**config.mk**
```make
export PLATFORM = sky130hd
export DESIGN_NAME = kbd_matrix_mapper_flat
export DESIGN_NICKNAME = d
export VERILOG_FILES = /design/src/rtl/kbd_matrix_mapper_if.sv /design/src/rtl/kbd_matrix_mapper.sv /design/src/flat_wrapper.sv
export SDC_FILE = /design/constraint.sdc
export NUM_CORES = 1
export LEC_CHECK = 0
export CAP_MARGIN = 10
export CORE_MARGIN = 1.5
export CORE_UTILIZATION = 50
export CTS_CLUSTER_DIAMETER = 120
export DETAILED_ROUTE_END_ITERATION = 7
export PLACE_DENSITY = 0.8
export SYNTH_ARGS = -nofsm -noshare
export SYNTH_HDL_FRONTEND = slang
export SYNTH_SLANG_ARGS = --single-unit
```
**constraint.sdc**
```tcl
create_clock -name clk -period 3.05 [get_ports clk]
set_input_delay 0.915 -clock clk [delete_from_list [all_inputs] [get_ports clk]]
set_output_delay 0.915 -clock clk [all_outputs]
set_load 0.05 [all_outputs]
```
**src/rtl/kbd_matrix_mapper_if.sv**
```systemverilog
// PS/2 byte-stream input and CPU key-matrix scan port of kbd_matrix_mapper.
// The master side drives the PS/2 strobes and row selects; the mapper is the slave.
interface kbd_matrix_mapper_if #(
  parameter int ROWS = 14,
  parameter int COLS = 7
);
  logic [7:0]      ps2_byte;
  logic            ps2_valid;
  logic            ps2_error;
  logic [ROWS-1:0] row_sel;
  logic [COLS-1:0] col_out;
  logic            any_key;
  logic            reset_key;

  modport master (
    output ps2_byte, ps2_valid, ps2_error, row_sel,
    input  col_out, any_key, reset_key
  );

  modport slave (
    input  ps2_byte, ps2_valid, ps2_error, row_sel,
    output col_out, any_key, reset_key
  );
endinterface

```
**src/rtl/kbd_matrix_mapper.sv**
```systemverilog
// PS/2 set-2 scan codes -> Laser 500 style key matrix, scanned by active-low row selects.
// Optional macro KBD_RESET_KEY_EN routes F12 (0x07) to reset_key instead of leaving it unmapped.
module kbd_matrix_mapper #(
  parameter int ROWS             = 14,
  parameter int COLS             = 7,
  parameter bit RELEASE_ON_ERROR = 1'b1
) (
  input logic                clk,
  input logic                reset,
  kbd_matrix_mapper_if.slave bus
);

  localparam logic [2:0] IDLE    = 3'd0;
  localparam logic [2:0] EXT     = 3'd1;
  localparam logic [2:0] REL     = 3'd2;
  localparam logic [2:0] EXT_REL = 3'd3;
  localparam logic [2:0] PAUSE   = 3'd4;

  localparam logic [7:0] CODE_EXT   = 8'hE0;
  localparam logic [7:0] CODE_REL   = 8'hF0;
  localparam logic [7:0] CODE_PAUSE = 8'hE1;
  localparam logic [2:0] PAUSE_SKIP = 3'd7;

  typedef struct packed {
    logic       hit;
    logic [3:0] row;
    logic [2:0] col;
  } map_entry_t;

  function automatic map_entry_t at(input int r, input int c);
    map_entry_t e;
    e.hit = 1'b1;
    e.row = 4'(r);
    e.col = 3'(c);
    return e;
  endfunction

  // Index is {extended, code}; bit 8 set means the code followed an E0 prefix.
  function automatic map_entry_t lookup(input logic ext, input logic [7:0] code);
    map_entry_t e;
    case ({ext, code})
      9'h012: e = at(0, 6);   // left shift
      9'h01A: e = at(0, 5);   // Z
      9'h022: e = at(0, 4);   // X
      9'h021: e = at(0, 3);   // C
      9'h02A: e = at(0, 2);   // V
      9'h032: e = at(0, 1);   // B
      9'h031: e = at(0, 0);   // N
      9'h01C: e = at(1, 5);   // A
      9'h01B: e = at(1, 4);   // S
      9'h023: e = at(1, 3);   // D
      9'h02B: e = at(1, 2);   // F
      9'h034: e = at(1, 1);   // G
      9'h033: e = at(1, 0);   // H
      9'h015: e = at(2, 5);   // Q
      9'h01D: e = at(2, 4);   // W
      9'h024: e = at(2, 3);   // E
      9'h02D: e = at(2, 2);   // R
      9'h02C: e = at(2, 1);   // T
      9'h035: e = at(2, 0);   // Y
      9'h016: e = at(3, 5);   // 1
      9'h01E: e = at(3, 4);   // 2
      9'h026: e = at(3, 3);   // 3
      9'h025: e = at(3, 2);   // 4
      9'h02E: e = at(3, 1);   // 5
      9'h036: e = at(3, 0);   // 6
      9'h066: e = at(6, 5);   // backspace
      9'h05A: e = at(6, 6);   // return
      9'h029: e = at(7, 4);   // space
      9'h076: e = at(7, 6);   // escape
      9'h00D: e = at(12, 0);  // tab
      9'h175: e = at(11, 3);  // cursor up
      9'h16B: e = at(11, 2);  // cursor left
      9'h174: e = at(11, 1);  // cursor right
      9'h172: e = at(11, 0);  // cursor down
      9'h171: e = at(13, 6);  // delete
      default: e = '0;
    endcase
    return e;
  endfunction

  logic [2:0]                 state;
  logic [2:0]                 pause_cnt;
  logic [ROWS-1:0][COLS-1:0]  key;
  logic [COLS-1:0]            col_q;
  logic                       any_q;

  logic                       is_ext;
  logic                       is_rel;
  logic                       final_byte;
  map_entry_t                 entry;
  logic [ROWS-1:0][COLS-1:0]  hit_mask;
  logic [COLS-1:0]            col_next;

  // NOTE: every always_comb output gets a default before any conditional
  // assignment, otherwise a path that skips it infers a latch.
  always_comb begin
    is_ext     = (state == EXT) || (state == EXT_REL);
    is_rel     = (state == REL) || (state == EXT_REL);
    final_byte = bus.ps2_valid && !bus.ps2_error && (state != PAUSE) &&
                 (bus.ps2_byte != CODE_EXT) && (bus.ps2_byte != CODE_REL) &&
                 (bus.ps2_byte != CODE_PAUSE);
    entry      = lookup(is_ext, bus.ps2_byte);
    // Entries outside the configured matrix never match any cell and drop out here.
    hit_mask   = '0;
    for (int r = 0; r < ROWS; r++) begin
      for (int c = 0; c < COLS; c++) begin
        hit_mask[r][c] = final_byte && entry.hit &&
                         (entry.row == 4'(r)) && (entry.col == 3'(c));
      end
    end
  end

  // NOTE: sequential state uses non-blocking assignments so every register
  // samples the pre-edge values regardless of block ordering.
  always_ff @(posedge clk) begin
    if (reset) begin
      state     <= IDLE;
      pause_cnt <= '0;
    end else if (bus.ps2_error) begin
      state     <= IDLE;
      pause_cnt <= '0;
    end else if (bus.ps2_valid) begin
      if (state == PAUSE) begin
        pause_cnt <= pause_cnt - 3'd1;
        if (pause_cnt <= 3'd1) state <= IDLE;
      end else begin
        case (bus.ps2_byte)
          CODE_EXT:   state <= is_rel ? EXT_REL : EXT;
          CODE_REL:   state <= is_ext ? EXT_REL : REL;
          CODE_PAUSE: begin
            state     <= PAUSE;
            pause_cnt <= PAUSE_SKIP;
          end
          default:    state <= IDLE;
        endcase
      end
    end
  end

  // NOTE: the key array is a handful of flops, not a RAM, so it is reset like
  // any other register; a real memory macro would not get a reset.
  always_ff @(posedge clk) begin
    if (reset) begin
      key <= '0;
    end else if (bus.ps2_error) begin
      if (RELEASE_ON_ERROR) key <= '0;
    end else if (is_rel) begin
      key <= key & ~hit_mask;
    end else begin
      key <= key | hit_mask;
    end
  end

`ifdef KBD_RESET_KEY_EN
  logic reset_key_q;
  logic is_reset_code;

  assign is_reset_code = final_byte && !is_ext && (bus.ps2_byte == 8'h07);

  always_ff @(posedge clk) begin
    if (reset) begin
      reset_key_q <= 1'b0;
    end else if (bus.ps2_error) begin
      if (RELEASE_ON_ERROR) reset_key_q <= 1'b0;
    end else if (is_reset_code) begin
      reset_key_q <= !is_rel;
    end
  end

  assign bus.reset_key = reset_key_q;
`else
  assign bus.reset_key = 1'b0;
`endif

  // Selected rows pull their pressed columns low: a wired-AND, ghosting included.
  always_comb begin
    col_next = '1;
    for (int r = 0; r < ROWS; r++) begin
      if (!bus.row_sel[r]) col_next = col_next & ~key[r];
    end
  end

  always_ff @(posedge clk) begin
    if (reset) begin
      col_q <= '1;
      any_q <= 1'b0;
    end else begin
      col_q <= col_next;
      any_q <= |key;
    end
  end

  assign bus.col_out = col_q;
  assign bus.any_key = any_q;

endmodule
```
**src/flat_wrapper.sv**
```systemverilog
// flat-port wrapper written by rule: the top's interface ports become plain ports
module kbd_matrix_mapper_flat 
#(
  parameter int ROWS             = 14,
  parameter int COLS             = 7,
  parameter bit RELEASE_ON_ERROR = 1'b1
)
  (clk, reset, bus_ps2_byte, bus_ps2_valid, bus_ps2_error, bus_row_sel, bus_col_out, bus_any_key, bus_reset_key);
  kbd_matrix_mapper_if #(.ROWS(ROWS), .COLS(COLS)) bus_i ();
  input logic clk;
  input logic reset;
  input wire logic [$bits(bus_i.ps2_byte)-1:0] bus_ps2_byte;
  input wire logic [$bits(bus_i.ps2_valid)-1:0] bus_ps2_valid;
  input wire logic [$bits(bus_i.ps2_error)-1:0] bus_ps2_error;
  input wire logic [$bits(bus_i.row_sel)-1:0] bus_row_sel;
  output wire logic [$bits(bus_i.col_out)-1:0] bus_col_out;
  output wire logic [$bits(bus_i.any_key)-1:0] bus_any_key;
  output wire logic [$bits(bus_i.reset_key)-1:0] bus_reset_key;
  assign bus_i.ps2_byte = bus_ps2_byte;
  assign bus_i.ps2_valid = bus_ps2_valid;
  assign bus_i.ps2_error = bus_ps2_error;
  assign bus_i.row_sel = bus_row_sel;
  assign bus_col_out = bus_i.col_out;
  assign bus_any_key = bus_i.any_key;
  assign bus_reset_key = bus_i.reset_key;
  kbd_matrix_mapper #(.ROWS(ROWS), .COLS(COLS), .RELEASE_ON_ERROR(RELEASE_ON_ERROR)) u_core (.clk(clk), .reset(reset), .bus(bus_i));
endmodule
```
==> summary.txt, run 1 <==
STA
  • Worst Tran Pin Value: 0.781 ns
  • Minimum clock period: 2.98 ns
  • Layout Skew: 0.00928 ns
  • Final Hold Viols: 0
  • Max-slew violation count: 0
  • Final Hold Slack: 0.453 ns
  • Unrepaired setup endpoints after global routing: yes
  • Max-Slew Margin vs Limit: 0.479
  • Final setup violation count: 0
  • Tcrit/Tclk final: 0.976
  • Max Freq: 336 MHz

Cells and area
  • Nets@finish: 714
  • Layout cells sized above 1: 0.245
  • Diodes inserted: 0
  • Area Overhead vs Synth: 27.5%
  • Design area: 6820 um2

Logic synthesis
  • Mux cell area share after synthesis: 0.0299
  • Mapped cell area: 5350 um2
  • Area leader, netlist: dfxtp_1
  • Post-Syn Instances: 578
  • Synth Area in XOR/XNOR: 0.00327
  • Synth Area per Inst: 9.25 um2
  • Synth Area in Compound Gates: 0.214
  • EDFF count, synth: 0
  • Post-Synth Simple-Gate Area: 0.279
  • Yosys warning count: 0
  • Count leader, synth: dfxtp_1
  • Seq/Total Area, Yosys: 0.419
  • Syn Nets: 606
  • Unique masters post-synth: 69
  • Asr flop ratio synth: 0
  • Post-synth top flop: dfxtp_1
  • Top cells by instance count after synthesis: dfxtp_1 (112), and2_1 (60), a21oi_1 (30)
  • Yosys top cell area share: 0.419
  • Top post-synthesis cells by area: dfxtp_1 (42%), and2_1 (7.0%), a22o_1 (3.8%)
  • Adder-Cell Fraction of Synth Area: 0.00468
  • #FFs+latches synth: 112
  • Largest family of logic cells by synthesized area: simple AND/OR/NAND/NOR gates

Drt
  • Drt first pass iters: 5
  • Drt via density: 6.19
  • Routed WL per cell: 19.2 um
  • Overall routed net length: 15,900 um
  • Remaining DRCs: 0
  • Vias: 5,123
  • Antenna viol nets, final: 0
  • Drt initial violations: 665

CTS
  • Hold_buf cts: 0
  • CTS Buffer Depth: 2
  • Clock Sinks: 112
  • CTS Buf Count: 9
  • Clk pin slew, worst setup/hold paths: 0.10 ns
  • Latest clock arrival within the worst-skew pair: 0.38 ns
  • CTS tree: yes
  • Root Buffer: clkbuf_8
  • Number of H-tree levels: 3

Place
  • Port bufs: 33
  • Hpwl dp: 11,800 um
  • Cell Area, Placed: 6410 um2
  • Gpl congestion: 0.970

Die
  • Die area: 11,300 um2
  • Die height: 106 um
  • Site Rows: 37
  • Top Ports: 35
  • Die width: 106 um
  • Starting Density: 0.516
  • Core area: 10,400 um2

Power and ir drop
  • Peak VDD IR: 335 uV
  • PwrDens: 376 nW/um2
  • Lkg Pwr: 2.64 nW

Global route
  • Global-route usage over all layers: 0.281
  • Antenna violations before repair: 0
  • Global-route wire length before repair: 25,000 um
  • Vias in the first global route: 4,860
  • Largest net degree at the start of global routing: 70
  • Total gr overflow: 0

Setup path
  • Crit end category: flop
  • Crit path launch type: input pin
  • Largest fanout on the critical path: 6
  • CP max stage cell: clkdlybuf4s50_1
  • Crit path buf inv count: 3
  • Critical path, cell by cell: clkdlybuf4s50_1 > buf_4 > nand4bb_2 > a2111oi_0 > or3_1 > or3_4 > a311oi_4 > buf_6 > nand3_1 > mux2i_1
  • CP arrival: 3.22 ns
  • Worst path required time: 3.29 ns
  • Critical Path Max Stage Delay: 0.44 ns
  • Setup Crit Path Kind: input pin to flop
  • CP top delay family: simple AND/OR/NAND/NOR gates

Outcome
  • Outcome: completed

Flow run
  • Number of max-cap violations: 0

Worst hold path
  • Hold WC Path Type: flop to flop
[worst paths after layout]
path	startpoint	endpoint	slack, ns	cells after the start
min reg2reg	flop	flop	0.45	2
max reg2reg	u_core.state[2]	flop	0.59	9
min	flop	flop	0.45	2
max	bus_ps2_byte[7]	flop	0.07	10
[stage by stage]
step	TNS (ns)	power, mW	util	setup slack (ns)	instances
floorplan	0	1.62	-	0.195	578
global placement	-17.67	1.77	0.618	-0.590	807
CTS	0	2.55	0.641	0.00189	823
detailed placement	-17.75	1.77	0.618	-0.621	807
finish	0	2.56	0.658	0.0743	827
global route	-0.00321	2.65	0.658	-0.00321	827
[report_power, final]
part,switching (mW),internal (mW)
registers,0.000299,1.46
logic,0.167,0.130
clock network,0.499,0.304
[what timing repair did]
action | 4_1_cts | 5_1_grt
pin swaps | 3 | 7
endpoints found under the hold margin | 0 | 0
cloned | 0 | 2
endpoints found under the setup margin | 35 | 35
gates resized for setup | 16 | 39
setup buffers | 0 | 2
[metal layers]
layer	vias up	GRT usage	wire length (um)
met1	2441	0.388	6910
met2	263	0.433	7220
met5	-	0	0
li1	2367	-	-
met3	52	0.0687	1340
met4	0	0.0905	448
[cells by family after synthesis]
logic type | after synthesis
fa+ha+maj | 2
buf+inv | 58
xor+xnor | 2
compound gates | 144
flops | 112
mux | 16
other cells | 1
simple gates | 243
[placed cells by master (no fill, tap or decap), types with 4 or more instances in the layout]
cell	n
dfxtp_1	112
buf_4	80
and2_1	60
inv_1	28
nand2_1	26
clkdlybuf4s50_1	26
nor4_1	25
a21oi_1	23
a22o_1	23
nand3_1	22
nor2_1	21
nor2b_1	17
mux2i_1	16
a221oi_1	15
a211oi_1	11
buf_6	10
clkbuf_8	9
nand4_1	8
nand2b_1	7
a21oi_2	7
a2111oi_0	7
a311oi_1	7
a31o_2	7
nor3_1	6
a211oi_2	5
o21ai_0	5
o22ai_1	5
nor3b_1	4
nor4_2	4
dlymetal6s2s_1	4
[layout make-up]
class | count | area (um2)
multi-input cells | 408 | 3020
clock inverters | 5 | 41.3
well taps | 136 | 170
fillers | 858 | 3550
clock buffers | 11 | 131
flip-flops and latches | 112 | 2240
repair buffers | 127 | 1110
inverters | 28 | 105
[worst reg2reg max path, stage by stage, from the launching register on]
cell and delay [ns]:
dfxtp_1 0.45, nand2b_1 0.35, nand3_1 0.18, o32ai_2 0.31, buf_4 0.17, a211oi_1 0.07, a311oi_4 0.39, buf_6 0.17
nand3_1 0.10, mux2i_1 0.13
No activity file was read; power rests on OpenSTA's default activity.
==> run 2: changes to the inputs <==
--- a/config.mk
+++ b/config.mk
@@ -7,10 +7,11 @@
 export LEC_CHECK = 0
 export CAP_MARGIN = 10
 export CORE_MARGIN = 1.5
-export CORE_UTILIZATION = 50
+export CORE_UTILIZATION = 47
 export CTS_CLUSTER_DIAMETER = 120
 export DETAILED_ROUTE_END_ITERATION = 7
-export PLACE_DENSITY = 0.8
+export GPL_TIMING_DRIVEN = 0
+export PLACE_DENSITY = 0.77
 export SYNTH_ARGS = -nofsm -noshare
 export SYNTH_HDL_FRONTEND = slang
 export SYNTH_SLANG_ARGS = --single-unit
==> run 2 against run 1 <==
  * Fmax is 0.89% higher
  * Die area rose by 6.2%
  * First-iteration DRC count is 35% lower
  * Count of clock-buffer cells in the layout is 1 lower
  * Register-to-register slack improved by 0.02 ns
  * Combinational power fell by 13%
  * Clock skew about the same
  * Global-route usage fell by 0.11 points
  * Via count is 2.8% lower
  * Critical path depth shrank 2
  * Final area down 4.5%
  * Non-clock buffer count shrank 44
  * Largest power group unchanged
==> summary.txt, run 2 (synthesized netlist as in run 1, its figures left out) <==
STA
  • Final setup margin: 0.101 ns (+0.0262 ns)
  • Minimum clock period: 2.95 ns (-0.0262 ns)
  • Tcrit/Tclk final: 0.967 (-0.00860)
  • Setup TNS: 0 ns (unchanged)
  • Max Freq: 339 MHz (+0.89%)
  • Worst Tran Pin Value: 0.736 ns (-0.0448 ns)
  • Final Hold Viols: 0 (unchanged)
  • Max-Slew Margin vs Limit: 0.508 (+0.0291)
  • Max-slew violation count: 0 (unchanged)
  • Final setup violation count: 0 (unchanged)
  • Layout Skew: 0.00906 ns (-0.000217 ns)
  • Unrepaired setup endpoints after global routing: no

Drt
  • Remaining DRCs: 0 (unchanged)
  • Vias: 4,978 (-2.8%)
  • Drt via density: 6.33 (+2.1%)
  • Drt initial violations: 435 (-35%)
  • Overall routed net length: 16,100 um (+1.1%)
  • Antenna viol nets, final: 0 (unchanged)
  • Drt first pass iters: 5 (unchanged)
  • Routed WL per cell: 20.4 um (+6.2%)

Cells and area
  • Register area: 2240 um2 (unchanged)
  • # fillers: 942 (+9.8%)
  • Commonest non-fill, non-tap cell in the layout: dfxtp_1
  • Area Overhead vs Synth: 21.7%
  • Layout cells sized above 1: 0.164 (-0.0807)
  • Non-Filler Instances: 787 (-4.8%)
  • Commonest non-fill, non-tap cells in the layout: dfxtp_1 (112), and2_1 (60), inv_1 (28)
  • Area of the multi-input gates: 3040 um2 (+0.75%)
  • Design area: 6510 um2 (-4.5%)
  • Nets@finish: 670 (-6.2%)
  • Diodes inserted: 0 (unchanged)

Setup path
  • Crit path from: bus_ps2_valid
  • CP arrival: 3.18 ns (-0.04 ns)
  • Worst path required time: 3.28 ns (about the same)
  • Crit end category: flop
  • Worst r2r src: u_core.state[0]
  • R2R setup slack: 0.61 ns (+0.02 ns)
  • Largest fanout on the critical path: 5 (-1)
  • Crit path launch type: input pin
  • Cells on worst reg2reg path: 8 (-1)
  • Setup Crit Path Kind: input pin to flop

Global route
  • Global-route wire length before repair: 25,500 um (+2.2%)
  • Antenna violations before repair: 0 (unchanged)
  • Total gr overflow: 0 (unchanged)
  • Largest net degree at the start of global routing: 20 (-71%)
  • Vias in the first global route: 4,804 (-1.2%)
  • Global-route usage over all layers: 0.280 (-0.00114)

Place
  • DP Worst Slack: -0.882 ns (-0.261 ns)
  • Cell Area, Placed: 5830 um2 (-9.0%)
  • Gpl congestion: 1.00 (+3.3%)
  • Port bufs: 31 (-6.1%)
  • Hpwl dp: 12,000 um (+1.5%)
  • Placed instance count: 749 (-7.2%)

Worst hold path
  • Hold WC Path Type: flop to flop

CTS
  • Number of H-tree levels: 3 (unchanged)
  • Latest clock arrival within the worst-skew pair: 0.35 ns (-0.03 ns)
  • CTS tree: yes
  • Clk pin slew, worst setup/hold paths: 0.08 ns (-0.02 ns)
  • Root Buffer: clkbuf_16
  • CTS Buffer Depth: 2 (unchanged)
  • CTS Buf Count: 9 (unchanged)
  • Clock Sinks: 112 (unchanged)

Die
  • Site Rows: 38 (+2.7%)
  • Core area: 11,000 um2 (+5.9%)
  • Die height: 110 um (+3.1%)
  • Starting Density: 0.487 (-0.0288)
  • Die area: 12,000 um2 (+6.2%)
  • Die width: 110 um (+3.1%)
  • Top Ports: 35 (unchanged)

Power and ir drop
  • PwrDens: 436 nW/um2 (+16%)
  • Lkg Pwr: 2.39 nW (-9.2%)
  • Peak VDD IR: 368 uV (+10%)

Outcome
  • Outcome: completed

Flow run
  • Number of max-cap violations: 0 (unchanged)
==> run 2: worst min-delay path by stage <==
| stage | start | to | slack [ns] | cells past startpoint |
|---|---|---|---|---|
| 4_1_cts | flop | flop | 0.46 | 2 |
| 6_report | flop | flop | 0.46 | 2 |
| 5_1_grt | flop | flop | 0.48 | 2 |
| 3_3_place_gp | flop | flop | 0.45 | 2 |
| 2_1_floorplan | flop | flop | 0.42 | 2 |
| 3_5_place_dp | flop | flop | 0.45 | 2 |
==> run 2: critical path, stage by stage <==
cell and delay, ns:
clkdlybuf4s50_1 0.59, nand2b_4 0.09, or3_1 0.35, or3_4 0.45, a311oi_4 0.31, buf_2 0.23
nand3_1 0.10, mux2i_1 0.14
==> run 2: timing repair <==
| action | CTS | global route |
|---|---|---|
| buffers inserted | 16 | 4 |
| hold buffers | 0 | 0 |
| cloned | 1 | 1 |
| resized for setup | 44 | 11 |
| endpoints found under the setup margin | 35 | 35 |
| pin swaps | 13 | 6 |
| hold endpoints to repair | 0 | 0 |
==> run 2: cell type report <==
class,instances,area share
flip-flops and latches,112,0.344
repair buffers,53,0.0748
inverters,28,0.0161
clock inverters,6,0.00788
multi-input cells,408,0.467
clock buffers,10,0.0352
well taps,140,0.0269
plain buffers,30,0.0282
==> run 2: where the power goes <==
group / switching (mW) / internal, mW
clock network: 0.552 / 0.570
logic: 0.164 / 0.0932
registers: 0.000312 / 1.46
total: 0.716 / 2.12
==> run 2: stage by stage <==
step | total power, mW | utilization | hold slack, ns
2_1_floorplan | 1.62 | - | 0.418
6_report | 2.84 | 0.593 | 0.464
3_5_place_dp | 1.71 | 0.531 | 0.454
3_3_place_gp | 1.71 | 0.531 | 0.450
5_1_grt | 2.92 | 0.593 | 0.480
4_1_cts | 2.84 | 0.589 | 0.464
==> run 2: layer usage <==
metal  GRT usage  routed length (um)  vias to the layer above  part of all wire
li1            -                   -                     2285                 -
met1       0.366                6710                     2382              0.42
met2       0.459                7540                      255              0.47
met3      0.0510                1260                       56             0.078
met4       0.110                 572                        0             0.036
met5           0                   0                        -                 0
